`config.mk`:
```
export PLATFORM = sky130hd
export DESIGN_NAME = instr_encoder_loader
export DESIGN_NICKNAME = d
export VERILOG_FILES = /design/src/rtl/isa_pkg.sv /design/src/rtl/instr_field_packer.sv /design/src/rtl/instr_encoder_loader.sv
export SDC_FILE = /design/constraint.sdc
export NUM_CORES = 1
export LEC_CHECK = 0
export BUFFER_PORTS_ARGS = -buffer_cell sky130_fd_sc_hd__buf_2
export CAP_MARGIN = 15
export CORE_MARGIN = 1
export CORE_UTILIZATION = 35
export DETAILED_ROUTE_END_ITERATION = 10
export GPL_ROUTABILITY_DRIVEN = 0
export PLACE_DENSITY = 0.64
export SLEW_MARGIN = 20
export SYNTH_ARGS = -nofsm -noshare
export SYNTH_HDL_FRONTEND = slang
export SYNTH_SLANG_ARGS = --single-unit
```
`constraint.sdc`:
```
create_clock -name clk -period 2.25 [get_ports clk]
set_input_delay 0.3375 -clock clk [delete_from_list [all_inputs] [get_ports clk]]
set_output_delay 0.3375 -clock clk [all_outputs]
set_load 0.05 [all_outputs]
```
`src/rtl/isa_pkg.sv`:
```
// ============================================================================
//  Module      : isa_pkg
//  Description : Opcode and instruction-format definitions for the 16-bit ISA,
//                shared by the decode path and the boot-time encoder/loader.
//  Revision    : 1.0
// ============================================================================
`default_nettype none

package isa_pkg;

    localparam int c_WORD_W = 16;

    typedef enum logic [3:0] {
        OP_ADD = 4'h0,
        OP_SUB = 4'h1,
        OP_BEQ = 4'h2,
        OP_BGT = 4'h3,
        OP_BLT = 4'h4,
        OP_B   = 4'h5,
        OP_MOV = 4'h6,
        OP_LDR = 4'h7,
        OP_LSL = 4'h8,
        OP_STR = 4'h9,
        OP_NEG = 4'hA
    } opcode_t;

    typedef enum logic [1:0] {
        FMT_R   = 2'd0,
        FMT_J   = 2'd1,
        FMT_I   = 2'd2,
        FMT_BAD = 2'd3
    } fmt_t;

    // Opcodes 0xB..0xF have no enum member and fall through to FMT_BAD.
    function automatic fmt_t op_fmt(input opcode_t op);
        fmt_t f;
        case (op)
            OP_ADD, OP_SUB, OP_NEG:         f = FMT_R;
            OP_BEQ, OP_BGT, OP_BLT, OP_B:   f = FMT_J;
            OP_MOV, OP_LDR, OP_LSL, OP_STR: f = FMT_I;
            default:                        f = FMT_BAD;
        endcase
        return f;
    endfunction

endpackage

`default_nettype wire

```
`src/rtl/instr_field_packer.sv`:
```
// ============================================================================
//  Module      : instr_field_packer
//  Description : Combinational packing of decoded fields into one 16-bit word.
//  Revision    : 1.0
// ============================================================================
`default_nettype none

module instr_field_packer
    import isa_pkg::*;
(
    input  logic [3:0]          op,
    input  logic [3:0]          rd,
    input  logic [3:0]          rs1,
    input  logic [3:0]          rs2,
    input  logic [11:0]         imm,
    output logic [c_WORD_W-1:0] word,
    output logic                illegal
);

    always_comb begin
        word    = '0;
        illegal = 1'b0;
        case (op_fmt(opcode_t'(op)))
            FMT_R:   word = {op, rd, rs1, rs2};
            FMT_J:   word = {op, imm};
            FMT_I:   word = {op, rd, imm[7:0]};
            default: illegal = 1'b1;
        endcase
    end

endmodule

`default_nettype wire

```
`src/rtl/instr_encoder_loader.sv`:
```
// ============================================================================
//  Module      : instr_encoder_loader
//  Description : Boot loader that encodes streamed field sets into instruction
//                memory from address 0 and holds the CPU until loading ends.
//  Revision    : 1.0
// ============================================================================
`default_nettype none

module instr_encoder_loader
    import isa_pkg::*;
#(
    parameter  int DEPTH = 256,
    localparam int AW    = $clog2(DEPTH)
)(
    input  logic                clk,
    input  logic                rst,
    input  logic                start,
    input  logic                in_valid,
    output logic                in_ready,
    input  logic                in_last,
    input  logic [3:0]          in_op,
    input  logic [3:0]          in_rd,
    input  logic [3:0]          in_rs1,
    input  logic [3:0]          in_rs2,
    input  logic [11:0]         in_imm,
    output logic                imem_we,
    output logic [AW-1:0]       imem_addr,
    output logic [c_WORD_W-1:0] imem_wdata,
    output logic                cpu_hold,
    output logic                done,
    output logic                err_illegal,
    output logic                err_overflow
);

    typedef enum logic [1:0] {
        S_IDLE = 2'd0,
        S_LOAD = 2'd1,
        S_DONE = 2'd2
    } state_t;

    state_t                r_state;
    state_t                w_state_nxt;
    logic [AW-1:0]         r_wr_ptr;
    logic                  r_we;
    logic [AW-1:0]         r_addr;
    logic [c_WORD_W-1:0]   r_wdata;
    logic                  r_err_illegal;
    logic                  r_err_overflow;
    logic [c_WORD_W-1:0]   w_word;
    logic                  w_illegal;
    logic                  w_hs;
    logic                  w_full;
    logic                  w_start_load;

    instr_field_packer u_packer (
        .op      (in_op),
        .rd      (in_rd),
        .rs1     (in_rs1),
        .rs2     (in_rs2),
        .imm     (in_imm),
        .word    (w_word),
        .illegal (w_illegal)
    );

    assign w_hs   = in_valid & in_ready;
    assign w_full = (r_wr_ptr == AW'(DEPTH - 1));

    always_comb begin
        w_state_nxt  = r_state;
        in_ready     = 1'b0;
        cpu_hold     = 1'b1;
        done         = 1'b0;
        w_start_load = 1'b0;
        case (r_state)
            S_IDLE: begin
                if (start) begin
                    w_state_nxt  = S_LOAD;
                    w_start_load = 1'b1;
                end
            end
            S_LOAD: begin
                in_ready = 1'b1;
                // A legal word landing in the top slot ends the load even without in_last.
                if (in_valid && (in_last || (!w_illegal && w_full))) begin
                    w_state_nxt = S_DONE;
                end
            end
            S_DONE: begin
                cpu_hold = 1'b0;
                done     = 1'b1;
                if (start) begin
                    w_state_nxt  = S_LOAD;
                    w_start_load = 1'b1;
                end
            end
            default: w_state_nxt = S_IDLE;
        endcase
    end

    always_ff @(posedge clk) begin
        if (rst) begin
            r_state        <= S_IDLE;
            r_wr_ptr       <= '0;
            r_we           <= 1'b0;
            r_addr         <= '0;
            r_wdata        <= '0;
            r_err_illegal  <= 1'b0;
            r_err_overflow <= 1'b0;
        end else begin
            r_state <= w_state_nxt;
            r_we    <= 1'b0;
            if (w_start_load) begin
                r_wr_ptr       <= '0;
                r_err_illegal  <= 1'b0;
                r_err_overflow <= 1'b0;
            end else if (w_hs) begin
                if (w_illegal) begin
                    r_err_illegal <= 1'b1;
                end else begin
                    r_we    <= 1'b1;
                    r_addr  <= r_wr_ptr;
                    r_wdata <= w_word;
                    // Pointer saturates at the top slot rather than wrapping.
                    if (!w_full) begin
                        r_wr_ptr <= r_wr_ptr + AW'(1);
                    end else if (!in_last) begin
                        r_err_overflow <= 1'b1;
                    end
                end
            end
        end
    end

    assign imem_we      = r_we;
    assign imem_addr    = r_addr;
    assign imem_wdata   = r_wdata;
    assign err_illegal  = r_err_illegal;
    assign err_overflow = r_err_overflow;

endmodule

`default_nettype wire

```
==> After elaboration in Yosys (flattened, before gate mapping) <==
Memories as Yosys holds them, arrays and structs flattened.
Index checks and enable logic that the tools add are counted.
{ "word_totals": {"input_bits": 33, "n_memories": 1, "regBits": 37, "word_cells": 46, "mem_bits_ro": 32, "output_inout_bits": 30} }
{ "memory_table": {"columns": ["memory", "words", "width", "read_ports", "rd_ports_with_merged_regs", "write_ports", "line_no", "source"], "rows": [
  ["(name not given)", 16, 2, 1, 0, 0, "isa_pkg.sv:37", "case (op)"]
]} }
{ "classes": {"eq_ne": 7, "addsub": 1, "mux": 10, "n_bitwise": 6, "reduce_logical": 14} }
{ "ops": {"columns": ["op", "count"], "rows": [
  ["16-bit case mux with 3 select lines", 1],
  ["8-bit by 1-bit adder with 8-bit output (second input constant)", 1],
  ["8-bit equality test (second input constant)", 1],
  ["1-bit 2-to-1 mux", 6],
  ["3-bit AND reduction", 2],
  ["3-bit OR reduction", 2],
  ["1-bit NOT", 5],
  ["2-bit by 1-bit equality test with 1-bit output (second input constant)", 2],
  ["2-bit equality test (second input constant)", 2],
  ["2-bit zero test", 2],
  ["2-bit 2-to-1 mux", 2],
  ["2-bit case mux with 2 select lines", 1],
  ["2-bit AND reduction", 2],
  ["4-bit AND reduction", 1],
  ["2-bit OR reduction", 2],
  ["1-bit logical AND", 2],
  ["2-bit by 1-bit != test with 1-bit output (second input constant)", 1],
  ["2-bit != test (second input constant)", 1],
  ["1-bit bitwise AND", 1],
  ["1-bit logical OR", 1]
]} }

==> Logic depth before layout (Yosys ltp) <==
Gate-level depths: netlist of run 1.
An unclocked memory read counts as a cell.
{ "depth": {"word_depth": 8, "ltp_mapped": 7, "depth_no_buf": 5} }

==> By module <==
From an unflattened synthesis of run 1, not the netlist that was laid out.
{ "unflattened": {"cells_unflattened": 226, "area_unflattened_um2": 1819.2} }
{ "modules_own_cells": {"columns": ["mod", "instances", "seq_area_each_um2", "cells_each", "area_each_um2"], "rows": [
  ["instr_encoder_loader", 1, 740.7, 176, 1436.4],
  ["instr_field_packer", 1, 0.0, 50, 382.9]
]} }

==> Worst setup path after synthesis of run 1 <==
OpenSTA, ideal clock, no wires.
{ "synth_timing": {"path_kind": "register to register", "start": "register r_state[1]", "end": "register r_state[1]", "required_ps": 2192, "setup_ps": 58, "t_arrival_ps": 1918, "path_stages_with_launch": 5, "period_less_slack_ps": 1976, "path_buffers": 0, "setup_slack_ps": 274, "cell_sequence": "dfxtp_1 > nor2b_1 > inv_1 > nor3_1 > a31o_2"} }
{ "synth_via": {"elab_chain_len": 4, "elab_cells_between_ends": 8, "classes_between": "4 x eq/ne; 1 x mux; 3 x reduce/logical"} }
{ "synth_rtl": {"columns": ["item", "line_no", "source"], "rows": [
  ["from (decl)", "instr_encoder_loader.sv:41", "state_t r_state;"],
  ["from (signal assigned)", "instr_encoder_loader.sv:110", "r_state <= w_state_nxt;"],
  ["2-bit equality test or 2-bit zero test (tied branches)", "instr_encoder_loader.sv:74", "case (r_state)"],
  ["2-bit OR reduction (no source line)", null, null],
  ["2-bit by 1-bit != test with 1-bit output (no source line)", null, null],
  ["2-bit AND reduction (no source line)", null, null]
]} }
Parallel ways exist; a longest one is shown, timed or not.
A chain may end at the register's enable or synchronous reset.

==> Final worst setup path of run 1 <==
{ "layout_timing": {"start": "input in_op[1]", "end": "register r_wr_ptr[5]"} }
{ "layout_via": {"elab_chain_len": 4, "elab_cells_between_ends": 6, "classes_between": "2 x eq/ne; 3 x reduce/logical; 1 x memory"} }
{ "layout_rtl": {"columns": ["item", "line_no", "source"], "rows": [
  ["from (decl)", "instr_encoder_loader.sv:21", "input logic [3:0] in_op,"],
  ["memory read 16 x 2 bit *", null, null],
  ["2-bit by 1-bit equality test with 1-bit output (tied with other cells)", "instr_field_packer.sv:23", "case (op_fmt(opcode_t'(op)))"],
  ["3-bit OR reduction (no source line) *", null, null],
  ["3-bit AND reduction (no source line) *", null, null],
  ["to (signal assigned)", "instr_encoder_loader.sv:125", "r_wr_ptr <= r_wr_ptr + AW'(1);"],
  ["to (decl)", "instr_encoder_loader.sv:43", "logic [AW-1:0] r_wr_ptr;"]
]} }
Every way passes the cells marked *; elsewhere a longest branch is shown, timed or not.

==> qor.tcl, run 1 <==
set qor(outcome) {completed}
set qor(crit_share_post_route_pct) 82.9
set qor(grt_pass1_wl_um) 6970
set qor(grt-busiest-layer) {met2}
set qor(power_leakage_nw) 0.951
set qor(cp_cell_sequence) {buf_2 > ha_1 > and3b_1 > a211o_1 > or4_1 > a21oi_1}
set qor(area_delta_synth_final_pct) 29.6
set qor(arrival_ns) 2.09
set qor(crit_fanout) 15
set qor(cap_violations) 0
set qor(finish.cell_count_without_fillers) 310
set qor(drcViolationCount) 0
set qor(n_fill_cell) 440
set qor(met2_usage_pct) 29.3
set qor(slowest_stage) {or4_1}
set qor(regToRegSetupSlack_ns) 0.44
set qor(post_cts.resized_instances) 0
set qor(die-height_um) 70.0
set qor(syn_area_per_cell_um2) 8.43
set qor(report.final.hold_viol_count) 0
set qor(final_max_slew_viol_count) 0
set qor(timing.fmax_mhz) 536
set qor(routed-via-count) 1614
set qor(synth_top_cell_by_area) {dfxtp_1}
set qor(firstDrtPassIters) 4
set qor(final_layout_size_suffix_gt1_share_pct) 31.4
set qor(total_number_of_yosys_warnings) 0
set qor(final_instance_area_mm2) 0.00210
set qor(endpoint_kind) {flop}
set qor(maxSlewHeadroom_pct) 41.7
set qor(die_w_um) 70.0
set qor(cts_hold_repair.buffers) 0
set qor(ys_top_cells_by_area) {dfxtp_1, a21oi_1, nand2_1}
set qor(io_buffers) 62
set qor(setup_repair_after_global_routing_missed_its_margin) {no}
set qor(dp_hpwl_um) 2920
set qor(num_io_pins) 63
set qor(synth-async-reset-ratio_pct) 0
set qor(insertedDiodeCount) 0
set qor(start_kind) {primary input}
set qor(min_path_type) {primary input to flop}
set qor(grt_pass1_vias) 1567
set qor(setup_viol) 0
set qor(post_synth_num_cell_types) 35
set qor(final.setup_skew_ns) 0.00960
set qor(worst_ir_drop_vdd_mv) 0.373
set qor(placed_cells) 302
set qor(required_ns) 2.48
set qor(grt_use_total_pct) 17.6
set qor(routed_wirelength_normalized_by_instance_count_um) 12.7
set qor(final_core_utilization_pct) 47.8
set qor(tritoncts) {done}
set qor(vias_per_cell) 5.21
set qor(slowest_delay_ns) 0.56
set qor(synth.most_common_cell) {dfxtp_1}
set qor(insertion_delay_ns) 0.29
set qor(synth_flop_cell) {dfxtp_1}
set qor(place_area_mm2) 0.00201
set qor(yosysSeqAreaShare_pct) 45.8
set qor(top_cells_by_instance_count_after_synthesis) {dfxtp_1, a21oi_1, nand2_1}
set qor(route.antenna.remaining_nets) 0
set qor(ctsRootBufferMaster) {clkbuf_8}
set qor(number_of_antenna_violations_at_the_first_check_in_global_routing) 0
set qor(top_area_cell_type_share_of_the_netlist_area_pct) 45.8
set qor(post-cts-setup-buffer-count) 0
set qor(die_area_mm2) 0.00490
set qor(synth_area_mm2) 0.00162
set qor(drt_first_iter_violations) 79
set qor(final_net_count) 292
set qor(grt_util_met3_pct) 4.91
set qor(setup_tns_ns) 0
set qor(worstMarginPinSlew_ns) 0.874
set qor(gate_family_responsible_for_the_most_delay_along_the_worst_path) {simple AND/OR/NAND/NOR gates}
set qor(reg_clk_slew_reported_paths_ns) 0.08
set qor(maximum_number_of_pins_on_one_net_before_global_route_repair) 22
set qor(tritoncts_num_sinks) 37
set qor(met1_usage_pct) 21.9
set qor(core_rows) 24
set qor(cellPowerDensity_mw_per_mm2) 644
set qor(starting_density_of_the_core_pct) 36.9
set qor(postRouteWirelength_um) 3940
set qor(buffers_from_clock_root_to_sink_at_most) 2
set qor(cts_buffers) 5
set qor(fin_crit_ns) 1.87
set qor(critPathKind) {primary input to flop}
set qor(htreeDepth) 2
set qor(syn_nets) 227
set qor(grt_remaining_overflow) 0
set qor(floorplan.core_area_mm2) 0.00438
set qor(synth_seq_cells) 37
set qor(netlist_instances) 192
set qor(number_of_enable_type_register_cells_in_the_synthesized_netlist) 0
set qor(path_buf_inv) 1
## per-layer routing
metal	wire (um)	vias up
met3	202	6
met1	1730	739
li1	-	825
met2	1970	44
met5	0	-
met4	33	0
## worst paths after layout
path,from,endpoint,cells after the start
worst max-delay path,in_op[1],r_wr_ptr[5]$_SDFFE_PP0P_,6
worst min-delay path,in_rd[0],imem_wdata[8]$_SDFFE_PP0P_,3
worst max register to register,r_wr_ptr[0]$_SDFFE_PP0P_,r_wr_ptr[5]$_SDFFE_PP0P_,5
worst min register to register,imem_addr[4]$_SDFFE_PP0P_,imem_addr[4]$_SDFFE_PP0P_,2
## cell families after synthesis
group                    Yosys count  share of synthesized area [%]
AO/OA/AOI/OAI                     62                           23.3
XOR/XNOR                           1                          0.541
adder cells (fa/ha/maj)            2                           1.55
buffers and inverters             17                           4.56
flip-flops                        37                           45.8
multiplexers                       7                           4.33
AND/OR/NAND/NOR                   66                           20.0
## cell usage in the layout (no fill, tap or decap), types with 4 or more instances in the layout
master | Yosys | routed
buf_2 | 2 | 62
dfxtp_1 | 37 | 37
a21oi_1 | 26 | 26
nand2_1 | 25 | 25
o21ai_0 | 15 | 15
nor2_1 | 11 | 11
buf_4 | 0 | 8
mux2i_1 | 7 | 7
inv_1 | 5 | 5
nor3_1 | 5 | 5
nand3_1 | 5 | 5
clkbuf_8 | 0 | 5
nor2b_1 | 4 | 4
and3_1 | 4 | 4
a221oi_1 | 4 | 4
## where the power goes
part           switching, mW  internal (mW)  total (mW)  leakage [nW]
sequential           0.00944          0.671       0.681         0.299
combinational          0.143         0.0728       0.216         0.607
clock                  0.241          0.214       0.454        0.0439
total                  0.393          0.958        1.35         0.951
## area by class of cell
type | count | area, um2 | area share (%)
Clock buffer | 5 | 68.8 | 3.28
Sequential cell | 37 | 741 | 35.3
Tap cell | 52 | 65.1 | 3.10
Multi-Input combinational cell | 138 | 816 | 38.9
Timing Repair Buffer | 70 | 370 | 17.7
Clock inverter | 3 | 17.5 | 0.835
Inverter | 5 | 18.8 | 0.895
## state kept, by name, summed over array words and instances, names as in the netlist
name and cells:
err_overflow 1, r_wr_ptr 8, err_illegal 1, imem_we 1
r_state 2, imem_wdata 16, imem_addr 8
## tightest hold or removal path, delay by kind of cell
kind	cells	cell delay, ns
AOI/OAI and AO/OA	1	0.06
buffers and inverters	1	0.07
and+or+nand+nor	1	0.08
## through the flow
stage               power (mW)  hold WS (ns)  worst slack (ns)
floorplan                0.837         0.454             0.274
global placement         0.910         0.444             0.147
detailed placement       0.912         0.448             0.112
CTS                       1.37         0.297             0.413
global route              1.42         0.311             0.314
finish                    1.35         0.299             0.384
No activity file was read; power rests on OpenSTA's default activity.
==> run 2: changes to the inputs <==
Settings changed: ABC_AREA set to 1.
Clock period 2.25 ns to 1.9 ns, I/O delays scaled along.
==> run 2 against run 1 <==
Effect of this change:
- sequential share of layout area rose by 0.11 points
- critical path depth rose by 2
- largest power group unchanged
- clock power rose by 79%
- total power rose by 45%
- highest routed layer unchanged
- critical path type is now flop to flop
- sequential power rose by 21%
- via count fell by 2.2%
- critical endpoint is now r_wr_ptr[2]$_SDFFE_PP0P_
- non-clock buffer count fell by 6
- setup slack improved by 0.031 ns
- largest cell class unchanged
- synthesized area did not move
==> qor.tcl, run 2 <==
set qor(die-height_um) 70.0 ;# unchanged
set qor(switching_power_share_of_the_total_pct) 27.6 ;# was 29.1%
set qor(buffers_from_clock_root_to_sink_at_most) 2 ;# unchanged
set qor(switchingPower_mw) 0.539 ;# was 0.393 mW
set qor(cp_common_cell) {nand2_1}
set qor(crit_fanout) 10 ;# was 15
set qor(netlist_instances) 219 ;# was 192
set qor(reg_clk_slew_reported_paths_ns) 0.08 ;# about the same
set qor(ctsRootBufferMaster) {clkbuf_8} ;# unchanged
set qor(power_leakage_nw) 0.995 ;# was 0.951 nW
set qor(final_max_slew_viol_count) 0 ;# unchanged
set qor(tritoncts_num_sinks) 37 ;# unchanged
set qor(drt_first_iter_violations) 61 ;# was 79
set qor(io_buffers) 62 ;# unchanged
set qor(preCtsSetupSlack_ns) 0.192 ;# was 0.112 ns
set qor(firstDrtPassIters) 4 ;# unchanged
set qor(grt_remaining_overflow) 0 ;# unchanged
set qor(slowest_stage) {dfxtp_1} ;# was or4_1
set qor(final_setup_slack_of_the_worst_path_ns) 0.415 ;# was 0.384 ns
set qor(maximum_number_of_pins_on_one_net_before_global_route_repair) 30 ;# was 22
set qor(top_area_cell_type_share_of_the_netlist_area_pct) 45.8 ;# unchanged
set qor(worstMarginPinSlew_ns) 0.414 ;# was 0.874 ns
set qor(slowest_delay_ns) 0.40 ;# was 0.56 ns
set qor(number_of_antenna_violations_at_the_first_check_in_global_routing) 0 ;# unchanged
set qor(worst_ir_drop_vdd_mv) 0.404 ;# was 0.373 mV
set qor(floorplan.core_area_mm2) 0.00438 ;# unchanged
set qor(grt_pass1_vias) 1380 ;# was 1567
set qor(syn_area_per_cell_um2) 7.39 ;# was 8.43 um2
set qor(insertion_delay_ns) 0.29 ;# about the same
set qor(report.final.hold_viol_count) 0 ;# unchanged
set qor(vias_per_cell) 4.71 ;# was 5.21
set qor(largest_reg_flops) 16 ;# unchanged
set qor(n_fill_cell) 456 ;# was 440
set qor(finish.cell_count_without_fillers) 335 ;# was 310
set qor(cts_hold_repair.buffers) 0 ;# unchanged
set qor(outcome) {completed} ;# unchanged
set qor(final_net_count) 317 ;# was 292
set qor(postRouteWirelength_um) 3720 ;# was 3940 um
set qor(seqPwrFrac_pct) 42.1 ;# was 50.4%
set qor(fin_crit_ns) 1.49
set qor(post_cts.resized_instances) 0 ;# unchanged
set qor(htreeDepth) 2 ;# unchanged
set qor(synth_area_mm2) 0.00162 ;# unchanged
set qor(endpoint_kind) {flop} ;# unchanged
set qor(post-cts-setup-buffer-count) 0 ;# unchanged
set qor(final.setup_skew_ns) 0.00694 ;# was 0.00960 ns
set qor(grt_use_total_pct) 16.1 ;# was 17.6%
set qor(routed_wirelength_normalized_by_instance_count_um) 11.1 ;# was 12.7 um
set qor(routed-via-count) 1578 ;# was 1614
set qor(total_number_of_yosys_warnings) 0 ;# unchanged
set qor(internal-power_mw) 1.42 ;# was 0.958 mW
set qor(required_ns) 2.07 ;# was 2.48 ns
set qor(drcViolationCount) 0 ;# unchanged
set qor(path_buf_inv) 1 ;# unchanged
set qor(part_of_the_total_power_dissipated_in_combinational_logic_pct) 16.4 ;# was 16.0%
set qor(starting_density_of_the_core_pct) 36.9 ;# unchanged
set qor(setup_tns_ns) 0 ;# unchanged
set qor(start_kind) {flop} ;# was primary input
set qor(critPathKind) {flop to flop} ;# was primary input to flop
set qor(tritoncts) {done} ;# unchanged
set qor(regToRegSetupSlack_ns) 0.41 ;# was 0.44 ns
set qor(synth.most_common_cell) {nand2_1} ;# was dfxtp_1
set qor(final_layout_size_suffix_gt1_share_pct) 30.0 ;# was 31.4%
set qor(cts_buffers) 5 ;# unchanged
set qor(crit_share_post_route_pct) 78.2
set qor(layout.cells.most_common) {buf_2} ;# unchanged
set qor(insertedDiodeCount) 0 ;# unchanged
set qor(area_delta_synth_final_pct) 29.2 ;# was 29.6%
set qor(synth_seq_cells) 37 ;# unchanged
set qor(gate_family_responsible_for_the_most_delay_along_the_worst_path) {simple AND/OR/NAND/NOR gates} ;# unchanged
set qor(placed_cells) 327 ;# was 302
set qor(post_synth_num_cell_types) 22 ;# was 35
set qor(ys_top_cells_by_area) {dfxtp_1, a21oi_1, nand2_1} ;# unchanged
set qor(cp_cell_sequence) {ha_1 > nand2_1 > nor2_2 > nor2_1 > nand2_2 > inv_2 > nand2_1 > a21oi_1} ;# was buf_2 > ha_1 > and3b_1 > a211o_1 > or4_1 > a21oi_1
set qor(die_w_um) 70.0 ;# unchanged
set qor(cap_violations) 0 ;# unchanged
set qor(core_rows) 24 ;# unchanged
set qor(die_area_mm2) 0.00490 ;# unchanged
set qor(grt_pass1_wl_um) 6290 ;# was 6970 um
set qor(hold_ws_ns) 0.179 ;# was 0.299 ns
set qor(syn_nets) 254 ;# was 227
set qor(synth-async-reset-ratio_pct) 0 ;# unchanged
set qor(arrival_ns) 1.65 ;# was 2.09 ns
set qor(synth_flop_cell) {dfxtp_1} ;# unchanged
set qor(number_of_enable_type_register_cells_in_the_synthesized_netlist) 0 ;# unchanged
set qor(setup_viol) 0 ;# unchanged
set qor(setup_repair_after_global_routing_missed_its_margin) {no} ;# unchanged
set qor(num_io_pins) 63 ;# unchanged
set qor(synth_top_cell_by_area) {dfxtp_1} ;# unchanged
set qor(dp_hpwl_um) 2620 ;# was 2920 um
set qor(timing.fmax_mhz) 673
set qor(cellPowerDensity_mw_per_mm2) 935 ;# was 644 mW/mm2
set qor(layout_common_cells) {buf_2, nand2_1, a21oi_1} ;# was buf_2, dfxtp_1, a21oi_1
set qor(min_path_type) {primary input to flop} ;# unchanged
set qor(top_cells_by_instance_count_after_synthesis) {nand2_1, a21oi_1, dfxtp_1} ;# was dfxtp_1, a21oi_1, nand2_1
set qor(yosysSeqAreaShare_pct) 45.8 ;# unchanged
set qor(route.antenna.remaining_nets) 0 ;# unchanged
set qor(share_of_power_burned_in_the_clock_network_pct) 41.5 ;# was 33.6%
set qor(maxSlewHeadroom_pct) 72.4 ;# was 41.7%
## run 2: changes by cell type after synthesis, sizes merged, moves of 6 or more
| cell | delta |
|---|---|
| a21oi | +14 |
| clkbuf | -6 |
| inv | +11 |
| mux2i | -7 |
| nand2 | +27 |
| nor2 | +15 |
| o21ai | +9 |
## run 2: area by class of cell
cell class | count | area [um2] | area share [%]
Multi-Input combinational cell | 158 | 766 | 36.6
Sequential cell | 37 | 741 | 35.4
Clock inverter | 3 | 65.1 | 3.11
Timing Repair Buffer | 64 | 325 | 15.6
Clock buffer | 5 | 68.8 | 3.29
Inverter | 16 | 60.1 | 2.87
Tap cell | 52 | 65.1 | 3.11
## run 2: cells by family after synthesis
kind of cell             count (synthesis)  synth area share [%]
AO/OA/AOI/OAI                           64                  19.8
flip-flops                              37                  45.8
XOR/XNOR                                 6                  3.25
adder cells (fa/ha/maj)                  2                  1.55
buffers and inverters                   24                  6.88
AND/OR/NAND/NOR                         86                  22.7
## run 2: layer usage
metal | vias to the layer above | GRT usage, % | part of all wire (%)
met5 | - | 0 | 0
met4 | 0 | 7.33 | 1.9
met3 | 8 | 3.32 | 4.5
met2 | 41 | 23.9 | 42
met1 | 693 | 22.3 | 51
li1 | 836 | - | -
## run 2: final timing paths
check                            startpoint                        end  cells past startpoint
setup reg to reg   r_wr_ptr[0]$_SDFFE_PP0P_   r_wr_ptr[2]$_SDFFE_PP0P_                      8
setup / recovery   r_wr_ptr[0]$_SDFFE_PP0P_   r_wr_ptr[2]$_SDFFE_PP0P_                      8
hold / removal                          rst    r_state[1]$_SDFFE_PP0P_                      2
hold reg to reg   err_overflow$_SDFFE_PP0P_  err_overflow$_SDFFE_PP0P_                      2
## run 2: power groups by stage
stage          sequential [mW]  combinational (mW)  clock, mW
3_3_place_gp             0.841               0.319          0
2_1_floorplan            0.946               0.127          0
5_1_grt                  0.827               0.349      0.863
3_5_place_dp             0.841               0.321          0
6_report                 0.823               0.320      0.812
4_1_cts                  0.823               0.322      0.828
## run 2: through the flow
step | instance area, um2 | utilization, % | power [mW]
floorplan | 1620 | - | 1.07
global placement | 1960 | 44.6 | 1.16
detailed placement | 1960 | 44.6 | 1.16
CTS | 2090 | 47.7 | 1.97
global route | 2090 | 47.7 | 2.04
finish | 2090 | 47.7 | 1.96
==> run 3: changes to the inputs <==
Clock period 1.9 ns to 1.4 ns, I/O delays scaled along.
==> run 3 against run 2 <==
Effect of this change:
- clock skew shrank 0.0015 ns
- first-iteration DRC count grew 15%
- critical endpoint is now r_wr_ptr[6]$_SDFFE_PP0P_
- flip-flop and latch count is the same
- sequential power rose by 36%
- combinational power grew 46%
- final area increased by 7.1%
- fmax increased by 13%
==> qor.tcl, run 3 (synthesis results as in run 2) <==
set qor(outcome) {completed} ;# unchanged
set qor(critPathKind) {flop to flop} ;# unchanged
set qor(start_kind) {flop} ;# unchanged
set qor(arrival_ns) 1.52 ;# was 1.65 ns
set qor(layout.cells.most_common) {buf_2} ;# unchanged
set qor(worst_ir_drop_vdd_mv) 0.492 ;# was 0.404 mV
set qor(endpoint_kind) {flop} ;# unchanged
set qor(firstDrtPassIters) 4 ;# unchanged
set qor(final_max_slew_viol_count) 0 ;# unchanged
set qor(hold_ws_ns) 0.111 ;# was 0.179 ns
set qor(crit_fanout) 7 ;# was 10
set qor(final_net_count) 334 ;# was 317
set qor(grt_remaining_overflow) 0 ;# unchanged
set qor(crit_share_post_route_pct) 93.8 ;# was 78.2%
set qor(slowest_stage) {dfxtp_1} ;# unchanged
set qor(tritoncts) {done} ;# unchanged
set qor(worstMarginPinSlew_ns) 0.388 ;# was 0.414 ns
set qor(die_area_mm2) 0.00490 ;# unchanged
set qor(postRouteWirelength_um) 3840 ;# was 3720 um
set qor(io_buffers) 62 ;# unchanged
set qor(area_delta_synth_final_pct) 38.4 ;# was 29.2%
set qor(gate_family_responsible_for_the_most_delay_along_the_worst_path) {simple AND/OR/NAND/NOR gates} ;# unchanged
set qor(cap_violations) 0 ;# unchanged
set qor(core_rows) 24 ;# unchanged
set qor(buffers_from_clock_root_to_sink_at_most) 2 ;# unchanged
set qor(maximum_number_of_pins_on_one_net_before_global_route_repair) 25 ;# was 30
set qor(dp_hpwl_um) 2890 ;# was 2620 um
set qor(insertedDiodeCount) 0 ;# unchanged
set qor(hold_path.startpoint) {rst} ;# unchanged
set qor(final.setup_skew_ns) 0.00546 ;# was 0.00694 ns
set qor(drcViolationCount) 0 ;# unchanged
set qor(insertion_delay_ns) 0.29 ;# about the same
set qor(die-height_um) 70.0 ;# unchanged
set qor(layout_common_cells) {buf_2, nand2_1, a21oi_1} ;# unchanged
set qor(finish.cell_count_without_fillers) 352 ;# was 335
set qor(route.antenna.remaining_nets) 0 ;# unchanged
set qor(number_of_antenna_violations_at_the_first_check_in_global_routing) 0 ;# unchanged
set qor(final_core_utilization_pct) 51.1 ;# was 47.7%
set qor(worst-path-stages) 9 ;# was 8
set qor(placed_cells) 343 ;# was 327
set qor(routed_wirelength_normalized_by_instance_count_um) 10.9 ;# was 11.1 um
set qor(worst_hold_path.num_cells) 2 ;# unchanged
set qor(setup_viol) 0 ;# unchanged
set qor(power_leakage_nw) 1.07 ;# was 0.995 nW
set qor(starting_density_of_the_core_pct) 36.9 ;# unchanged
set qor(tritoncts_num_sinks) 37 ;# unchanged
set qor(reg_clk_slew_reported_paths_ns) 0.08 ;# about the same
set qor(required_ns) 1.61 ;# was 2.07 ns
set qor(htreeDepth) 2 ;# unchanged
set qor(die_w_um) 70.0 ;# unchanged
set qor(report.final.hold_viol_count) 0 ;# unchanged
set qor(floorplan.core_area_mm2) 0.00438 ;# unchanged
set qor(drt_first_iter_violations) 70 ;# was 61
set qor(vias_per_cell) 4.66 ;# was 4.71
set qor(final_layout_size_suffix_gt1_share_pct) 36.3 ;# was 30.0%
set qor(cts_hold_repair.buffers) 0 ;# unchanged
set qor(routed-via-count) 1642 ;# was 1578
set qor(n_fill_cell) 441 ;# was 456
set qor(largest_reg_flops) 16 ;# unchanged
set qor(grt_pass1_vias) 1488 ;# was 1380
set qor(ctsRootBufferMaster) {clkbuf_8} ;# unchanged
set qor(cellPowerDensity_mw_per_mm2) 1140 ;# was 935 mW/mm2
set qor(path_buf_inv) 1 ;# unchanged
set qor(crit_start) {r_wr_ptr[3]$_SDFFE_PP0P_} ;# was r_wr_ptr[0]$_SDFFE_PP0P_
set qor(rr_startpoint) {r_wr_ptr[3]$_SDFFE_PP0P_} ;# was r_wr_ptr[0]$_SDFFE_PP0P_
set qor(grt_pass1_wl_um) 6360 ;# was 6290 um
set qor(rr_worst_depth) 9 ;# was 8
set qor(cts_buffers) 5 ;# unchanged
set qor(num_io_pins) 63 ;# unchanged
set qor(min_path_type) {primary input to flop} ;# unchanged
set qor(slowest_delay_ns) 0.34 ;# was 0.40 ns
set qor(cp_cell_sequence) {nand2_1 > nor2_1 > nand2_2 > nor2_4 > nor2_1 > nand2_2 > buf_6 > nand2_1 > a21oi_1} ;# was ha_1 > nand2_1 > nor2_2 > nor2_1 > nand2_2 > inv_2 > nand2_1 > a21oi_1
set qor(fin_crit_ns) 1.31 ;# was 1.49 ns
set qor(grt_use_total_pct) 15.9 ;# was 16.1%
set qor(maxSlewHeadroom_pct) 74.1 ;# was 72.4%
set qor(timing.fmax_mhz) 761 ;# was 673 MHz
==> run 3: path summary, 6_finish.rpt <==
check / endpoint / slack [ns]
min reg2reg: err_illegal$_SDFFE_PP0P_ / 0.45
max reg2reg: r_wr_ptr[6]$_SDFFE_PP0P_ / 0.09
max: r_wr_ptr[6]$_SDFFE_PP0P_ / 0.09
min: r_state[1]$_SDFFE_PP0P_ / 0.11
==> run 3: layout make-up <==
class | instances | area, um2 | area share (%)
flip-flops and latches | 37 | 744 | 33.2
multi-input cells | 158 | 781 | 34.9
inverters | 16 | 60.1 | 2.68
clock buffers | 6 | 82.6 | 3.69
clock inverters | 2 | 37.5 | 1.68
well taps | 52 | 65.1 | 2.91
repair buffers | 81 | 469 | 20.9
==> run 3: metrics by stage <==
| stage | worst slack [ns] | instance area [um2] | power (mW) | setup TNS, ns |
|---|---|---|---|---|
| 3_5_place_dp | -0.0497 | 2090 | 1.60 | -0.349 |
| 3_3_place_gp | -0.0747 | 2090 | 1.60 | -0.363 |
| 6_report | 0.0867 | 2240 | 2.55 | 0 |
| 5_1_grt | -0.00289 | 2240 | 2.65 | -0.00289 |
| 2_1_floorplan | 0.00587 | 1620 | 1.46 | 0 |
| 4_1_cts | 0.0596 | 2210 | 2.56 | 0 |
==> run 3: power breakdown <==
| group | switching [mW] | internal [mW] | total (mW) |
|---|---|---|---|
| logic | 0.323 | 0.142 | 0.466 |
| clock network | 0.389 | 0.579 | 0.968 |
| registers | 0.0194 | 1.10 | 1.12 |
==> run 3: per-layer routing <==
metal	GRT usage, %	share of wire, %	wire, um
met1	21.2	48	1830
met2	25.4	45	1730
met3	3.61	6.2	240
met4	5.33	1.2	45
met5	0	0	0
==> run 3: repair_timing <==
action                     CTS  global route
setup endpoints to repair    0             9
setup buffers                0             1
gates resized for setup      0             8
